--- config.mk ---
export PLATFORM = sky130hd
export DESIGN_NAME = pop_ts_fifo
export DESIGN_NICKNAME = d
export VERILOG_FILES = /design/src/rtl/pop_ts_fifo.sv
export SDC_FILE = /design/constraint.sdc
export NUM_CORES = 1
export LEC_CHECK = 0
export ABC_AREA = 1
export BUFFER_PORTS_ARGS = -buffer_cell sky130_fd_sc_hd__buf_2
export CAP_MARGIN = 10
export CORE_MARGIN = 1
export CORE_UTILIZATION = 50
export CTS_CLUSTER_DIAMETER = 80
export CTS_CLUSTER_SIZE = 30
export DETAILED_ROUTE_END_ITERATION = 8
export GPL_TIMING_DRIVEN = 1
export MAX_ROUTING_LAYER = met4
export PLACE_DENSITY_LB_ADDON = 0.1
export SLEW_MARGIN = 20
export SYNTH_ARGS = -nofsm -noshare
export SYNTH_HDL_FRONTEND = slang
export SYNTH_SLANG_ARGS = --single-unit
--- constraint.sdc ---
create_clock -name clk -period 4.4 [get_ports clk]
set_input_delay 0.22 -clock clk [delete_from_list [all_inputs] [get_ports clk]]
set_output_delay 0.22 -clock clk [all_outputs]
set_load 0.01 [all_outputs]
--- src/rtl/pop_ts_fifo.sv ---
// pop_ts_fifo: register FIFO of pop-request timestamps; head is read combinationally, same-cycle push+pop allowed.
module pop_ts_fifo #(
    parameter int DEPTH = 8,
    parameter int W     = 16
) (
    input  logic         clk,
    input  logic         rst_n,
    input  logic         push,
    input  logic         pop,
    input  logic [W-1:0] din,
    output logic [W-1:0] head,
    output logic         full,
    output logic         empty
);
    localparam int AW = $clog2(DEPTH);
    logic [W-1:0] mem [DEPTH];
    logic [AW:0]  wp, rp;
    assign head  = mem[rp[AW-1:0]];
    assign empty = wp == rp;
    assign full  = (wp[AW] != rp[AW]) && (wp[AW-1:0] == rp[AW-1:0]);
    always_ff @(posedge clk or negedge rst_n)
        if (!rst_n) begin
            wp <= '0;
            rp <= '0;
        end else begin
            if (push) wp <= wp + 1'b1;
            if (pop) rp <= rp + 1'b1;
        end
    always_ff @(posedge clk)
        if (push) mem[wp[AW-1:0]] <= din;
endmodule

==> flow_summary.yaml, run 1 <==
detailed_routing:
  ant_nets: 0
  via_per_inst: 4.827
  drt_first_pass_iters: 8
  drc_errors: 1
  vias: 3895
  wire_per_inst_um: 15.02
  drt-total-wl_um: 12120
  drtIter0Drc: 285
sta:
  tightest_slew_ps: 821.7
  finalCritPeriodShare: 0.5312
  rsz0062_at_grt: "no"
  tns_ps: 0
  slew_violations: 0
  timing.hold.ws_ps: 45.55
  relSlewSlack: 0.4501
  period_needed_ps: 2337
  fin_worst_skew_ps: 4.967
  finalSetupViolCount: 0
  fmax_mhz: 427.8
  hold_violations: 0
clocking:
  htreeDepth: 4
  insertion_delay_ps: 410
  cts_buffer_depth: 2
  cts_root_buffer: "clkbuf_16"
  cts_tree: "built"
  numCtsBuffers: 17
  clock-sinks: 136
  path_clk_slew_ps: 50
  cts_resized: 0
hold_path:
  hold_class: "in2reg"
run_status:
  violations: "DRC"
  status: "finished with violations"
grt:
  grt_use_total: 0.2256
  grt-ovfl-total: 0
  grt_pass1_vias: 3901
  grt_antenna_before_repair: 0
  grt_max_degree: 69
  grt_pass1_wl_um: 20290
cells_and_area:
  multi_input_area_sq_um: 1321
  utilization: 0.5939
  drive_gt1_frac: 0.1205
  n_antenna_cell: 0
  seq_area_sq_um: 4045
  nNetsFinal: 673
  fillers: 962
  syn2layout_area_growth_pct: 14.31
  final_cell_mix: "nand2_1, inv_1, edfxtp_1"
  layout_commonest_cell: "nand2_1"
die:
  initial_core_util: 0.5196
  core-area_sq_um: 11610
  die_height_um: 111.9
  die_x_um: 111.9
  fp.dieArea_sq_um: 12510
  rows: 39
  io_pins: 38
critical_path:
  crit_path_start_kind: "flop"
  worstPathArrival_ps: 2120
  worstSetupEndpointType: "output port"
  cp.required_ps: 4180
  path_max_fanout: 68
  crit_type: "reg2out"
job:
  drv_cap: 0
pwr:
  internal_power_uw: 2868
  report.power.total_uw: 4444
  p_leak_uw: 0.003231
  p_per_area_nw_per_um2: 644.3
  p_clk_frac: 0.299
  ir_drop_mv: 0.3613
  seq_power_share: 0.368
  p_comb_frac: 0.332
  switching_share: 0.3547
  switchingPower_uw: 1576
logic_synthesis:
  yosysSeqAreaShare: 0.6701
  synth_cells: 607
  netlist_area_sq_um: 6035
  netlist.area_leader.share: 0.6369
  ys_warn_count: 0
  synth_top_area_cell: "edfxtp_1"
  syn_avg_cell_area_sq_um: 9.942
  synth-seq-cells: 136
  synthTopCellsByArea: "edfxtp_1, nand2_1, inv_1"
  synth_nets: 629
  synth_cell_type_count: 19
placement:
  finalWeightedCongestion: 0.7914
  hpwl_um: 6534
  port_buffers: 37
[synthesized netlist by cell type]
cell	n
inv_1	134
buf_2	13
xnor2_1	5
nand4_1	1
nand3_1	65
ha_1	2
or2_2	1
o21ai_0	2
dfrtp_1	8
xor2_1	4
buf_6	5
inv_4	1
nand2_1	221
buf_1	1
inv_2	1
edfxtp_1	128
clkbuf_1	1
nor2_1	10
buf_4	4
[path summary, 6_finish.rpt]
path / startpoint / to / slack (ps) / cells past startpoint
min in group asynchronous: rst_n / rp[3]$_DFFE_PN0P_ / 180 / 2
worst min register to register: wp[3]$_DFFE_PN0P_ / wp[3]$_DFFE_PN0P_ / 490 / 1
worst max-delay path: rp[0]$_DFFE_PN0P_ / head[15] / 2060 / 7
worst min-delay path: pop / rp[0]$_DFFE_PN0P_ / 50 / 2
max in group asynchronous: rst_n / rp[0]$_DFFE_PN0P_ / 4030 / 2
worst max register to register: wp[1]$_DFFE_PN0P_ / mem[5][6]$_DFFE_PP_ / 2530 / 4
[power by group through the flow]
stage / sequential (uW) / combinational [uW] / clock [uW]
2_1_floorplan: 1650 / 1090 / 0
3_3_place_gp: 1660 / 1470 / 0
3_5_place_dp: 1660 / 1490 / 0
4_1_cts: 1640 / 1500 / 1350
5_1_grt: 1650 / 1690 / 1410
6_report: 1640 / 1480 / 1330
[state kept, by name (all words and copies together), names as in the netlist]
name,cells
rp,4
wp,4
mem,128
[stage by stage]
| stage | instance area (sq um) | instances | setup slack, ps |
|---|---|---|---|
| 2_1_floorplan | 6035 | 607 | 2557 |
| 3_3_place_gp | 6326 | 774 | 2548 |
| 3_5_place_dp | 6326 | 774 | 2481 |
| 4_1_cts | 6898 | 807 | 2060 |
| 5_1_grt | 6898 | 807 | 1940 |
| 6_report | 6898 | 807 | 2063 |
[cells by family (layout without fill, tap and decap cells)]
logic type	count (synthesis)	count (layout)	synth area share
XOR/XNOR	9	9	0.01306
flip-flops	136	136	0.6701
adder cells (fa/ha/maj)	2	2	0.004146
buffers and inverters	160	217	0.1113
AO/OA/AOI/OAI	2	2	0.001659
AND/OR/NAND/NOR	298	298	0.1997
[timing repair]
item                                   in CTS  in global routing
setup buffers                               0                  0
hold buffers                                1                  0
endpoints found under the hold margin       8                  0
[cell type report]
cell class | count | area share
Sequential cell | 136 | 0.5864
Inverter | 136 | 0.07437
Clock buffer | 17 | 0.06167
Tap cell | 143 | 0.02594
Multi-Input combinational cell | 311 | 0.1915
Clock inverter | 15 | 0.01977
Timing Repair Buffer | 49 | 0.04027
[critical path, cell delays in order, from the launching register on]
cell,delay (ps)
dfrtp_2,380
buf_4,650
nand2_1,160
nand3_1,140
nand2_1,70
nand2_1,80
nand2_1,70
buf_2,140
[per-layer routing]
layer,routed length (um),track usage
met1,5622,0.2827
met2,5855,0.3582
met3,451,0.05063
met4,190,0.08739
met5,0,-
Power figures use the tool's default switching activity.
==> run 2, diff against run 1 <==
--- a/config.mk
+++ b/config.mk
@@ -5,7 +5,7 @@
 export SDC_FILE = /design/constraint.sdc
 export NUM_CORES = 1
 export LEC_CHECK = 0
-export ABC_AREA = 1
+export ABC_AREA = 0
 export BUFFER_PORTS_ARGS = -buffer_cell sky130_fd_sc_hd__buf_2
 export CAP_MARGIN = 10
 export CORE_MARGIN = 1
==> constraint.sdc (replaced) <==
create_clock -name clk -period 2.1 [get_ports clk]
set_input_delay 0.105 -clock clk [delete_from_list [all_inputs] [get_ports clk]]
set_output_delay 0.105 -clock clk [all_outputs]
set_load 0.01 [all_outputs]
==> flow_summary.yaml, run 2 <==
logic_synthesis:
  synth-adder-area-share: 0.004681
  synth_cell_type_count: 20
  synth_commonest_cells: "edfxtp_1, mux4_1, mux2_2"
  synth_edf_count: 128
  netlist.area_leader.share: 0.7189
  synthTopCellsByArea: "edfxtp_1, mux4_1, mux2_2"
  synth_compound_area_frac: 0
  netlist_area_sq_um: 5346
  synth_nets: 251
  ys_warn_count: 0
  async_flop_share: 0.05882
  yosysSeqAreaShare: 0.7564
  synth_simple_gate_area_frac: 0.01685
  synth_top_area_cell: "edfxtp_1"
  synthMuxAreaShare: 0.1903
  yosys.cell_count.top_type: "edfxtp_1"
  synth-main-ff-cell: "edfxtp_1"
  syn_avg_cell_area_sq_um: 23.35
  synth_cells: 229
  synth_top_family_by_area: "multiplexers"
  synth-seq-cells: 136
  synth-xor-area-share: 0.01638
critical_path:
  crit_path_start_kind: "flop"
  crit_type: "reg2out"
  worstPathArrival_ps: 2150
  cp.required_ps: 2000
  path_max_fanout: 7
  ff2ff_path_depth: 3
  worstSetupEndpointType: "output port"
cells_and_area:
  final_cell_mix: "edfxtp_1, mux4_2, buf_2, buf_6, dlygate4sd3_1"
  syn2layout_area_growth_pct: 26.28
  layout_commonest_cell: "edfxtp_1"
  final_cell_count_no_fill: 462
  drive_gt1_frac: 0.4387
  multi_input_area_sq_um: 1199
  seq_area_sq_um: 4045
  nNetsFinal: 335
  n_antenna_cell: 0
  fillers: 704
  largest_register_ffs: 128
grt:
  grt_pass1_vias: 2631
  grt_max_degree: 36
  grt_util_met2: 0.3031
  use_met3: 0.05566
  grt_pass1_wl_um: 15810
  grt-ovfl-total: 0
  grt_use_total: 0.2112
  grt_use_met1: 0.2935
  grt-busiest-layer: "met2"
  grt_antenna_before_repair: 0
sta:
  hold_violations: 0
  fin_ws_ps: -151.5
  relSlewSlack: 0.6963
  rsz0062_at_grt: "yes"
  tightest_slew_ps: 455.5
  slew_violations: 0
  timing.hold.ws_ps: 355.2
  fin_worst_skew_ps: 9.340
  finalCritPeriodShare: 1.072
  finalSetupViolCount: 16
  period_needed_ps: 2251
  fmax_mhz: 444.2
die:
  io_pins: 38
  die_x_um: 105.4
  rows: 37
  die_height_um: 105.4
  core-area_sq_um: 10320
  initial_core_util: 0.5179
  fp.dieArea_sq_um: 11110
hold_path:
  hold_class: "in2reg"
  hold_path_depth: 3
clocking:
  insertion_delay_ps: 530
  numCtsBuffers: 17
  htreeDepth: 4
  path_clk_slew_ps: 60
  cts_tree: "built"
  clock-sinks: 136
  cts_root_buffer: "clkbuf_8"
  cts_buffer_depth: 2
detailed_routing:
  wire_per_inst_um: 22.11
  vias: 2532
  via_per_inst: 5.481
  drt_first_pass_iters: 4
  drtIter0Drc: 170
  drc_errors: 0
  drt-total-wl_um: 10220
  ant_nets: 0
pwr:
  ir_drop_mv: 1.156
  p_leak_uw: 0.002366
  p_per_area_nw_per_um2: 1507
placement:
  placedCellCount: 404
  hpwl_um: 5108
  finalWeightedCongestion: 0.7157
  pre_cts_ws_ps: 330.8
  port_buffers: 37
run_status:
  violations: "setup timing"
  status: "finished with violations"
job:
  drv_cap: 0
==> run 2: cell count changes after synthesis, moves of 3 or more <==
cell | before | now
buf_4 | 4 | 0
nand2_1 | 221 | 4
nor2_1 | 10 | 5
mux4_1 | 0 | 25
buf_2 | 13 | 3
mux4_2 | 0 | 7
nand3_1 | 65 | 0
inv_1 | 134 | 1
nand2b_1 | 0 | 3
clkbuf_1 | 1 | 4
mux2_2 | 0 | 18
==> run 2: kinds of logic (layout without fill, tap and decap cells) <==
| group | Yosys count | count (layout) |
|---|---|---|
| xor+xnor | 10 | 10 |
| fa+ha+maj | 2 | 2 |
| buf+inv | 13 | 110 |
| flops | 136 | 136 |
| mux | 50 | 50 |
| simple gates | 18 | 18 |
==> run 2: timing repair <==
item / in CTS / in global routing
resized for setup: 61 / 3
cloned: 3 / 0
endpoints found under the setup margin: 16 / 17
pin swaps: 2 / 0
setup buffers: 4 / 0
hold buffers: 20 / 0
endpoints found under the hold margin: 144 / 0
==> run 2: power breakdown <==
part | internal [uW] | switching (uW) | total (uW) | leakage [uW]
Sequential | 3430 | 235 | 3670 | 0.00126
Combinational | 2020 | 1480 | 3500 | 0.000822
Clock | 1830 | 1170 | 3010 | 0.000289
Total | 7290 | 2890 | 10200 | 0.00237
==> run 2: worst paths after layout <==
path	from	endpoint	slack (ps)
min reg2reg	rp[3]$_DFFE_PN0P_	rp[3]$_DFFE_PN0P_	500
max in group asynchronous	rst_n	rp[0]$_DFFE_PN0P_	1230
min in group asynchronous	rst_n	rp[1]$_DFFE_PN0P_	570
max	rp[0]$_DFFE_PN0P_	head[7]	-150
max reg2reg	wp[0]$_DFFE_PN0P_	mem[7][6]$_DFFE_PP_	590
min	pop	rp[0]$_DFFE_PN0P_	360
==> run 2: per-stage QoR <==
stage	total power (uW)	utilization	setup TNS, ps	instance area (sq um)
detailed placement	6275	0.5596	0	5777
global placement	6236	0.5596	0	5777
global route	10600	0.6540	-3124	6751
CTS	10300	0.6550	-2601	6761
floorplan	5413	-	-1735	5346
finish	10180	0.6540	-2047	6751
==> run 2: layout make-up <==
type,count,share of cell area
multi-input combinational,80,0.1775
inverter,1,0.0005560
clock buffer,17,0.06134
timing repair buffer,77,0.1084
clock inverter,15,0.02780
tap,136,0.02520
sequential,136,0.5991
==> run 2: metal layers <==
metal	up-vias	share of wire
li1	1123	-
met1	1335	0.47
met2	64	0.48
met3	10	0.043
met4	0	0.0089
met5	-	0
==> run 2: worst max-delay path: stages (launching register included) <==
cell and delay [ps]:
dfrtp_2 410, buf_6 150, buf_16 140, mux4_2 520
mux2_4 290, buf_6 120
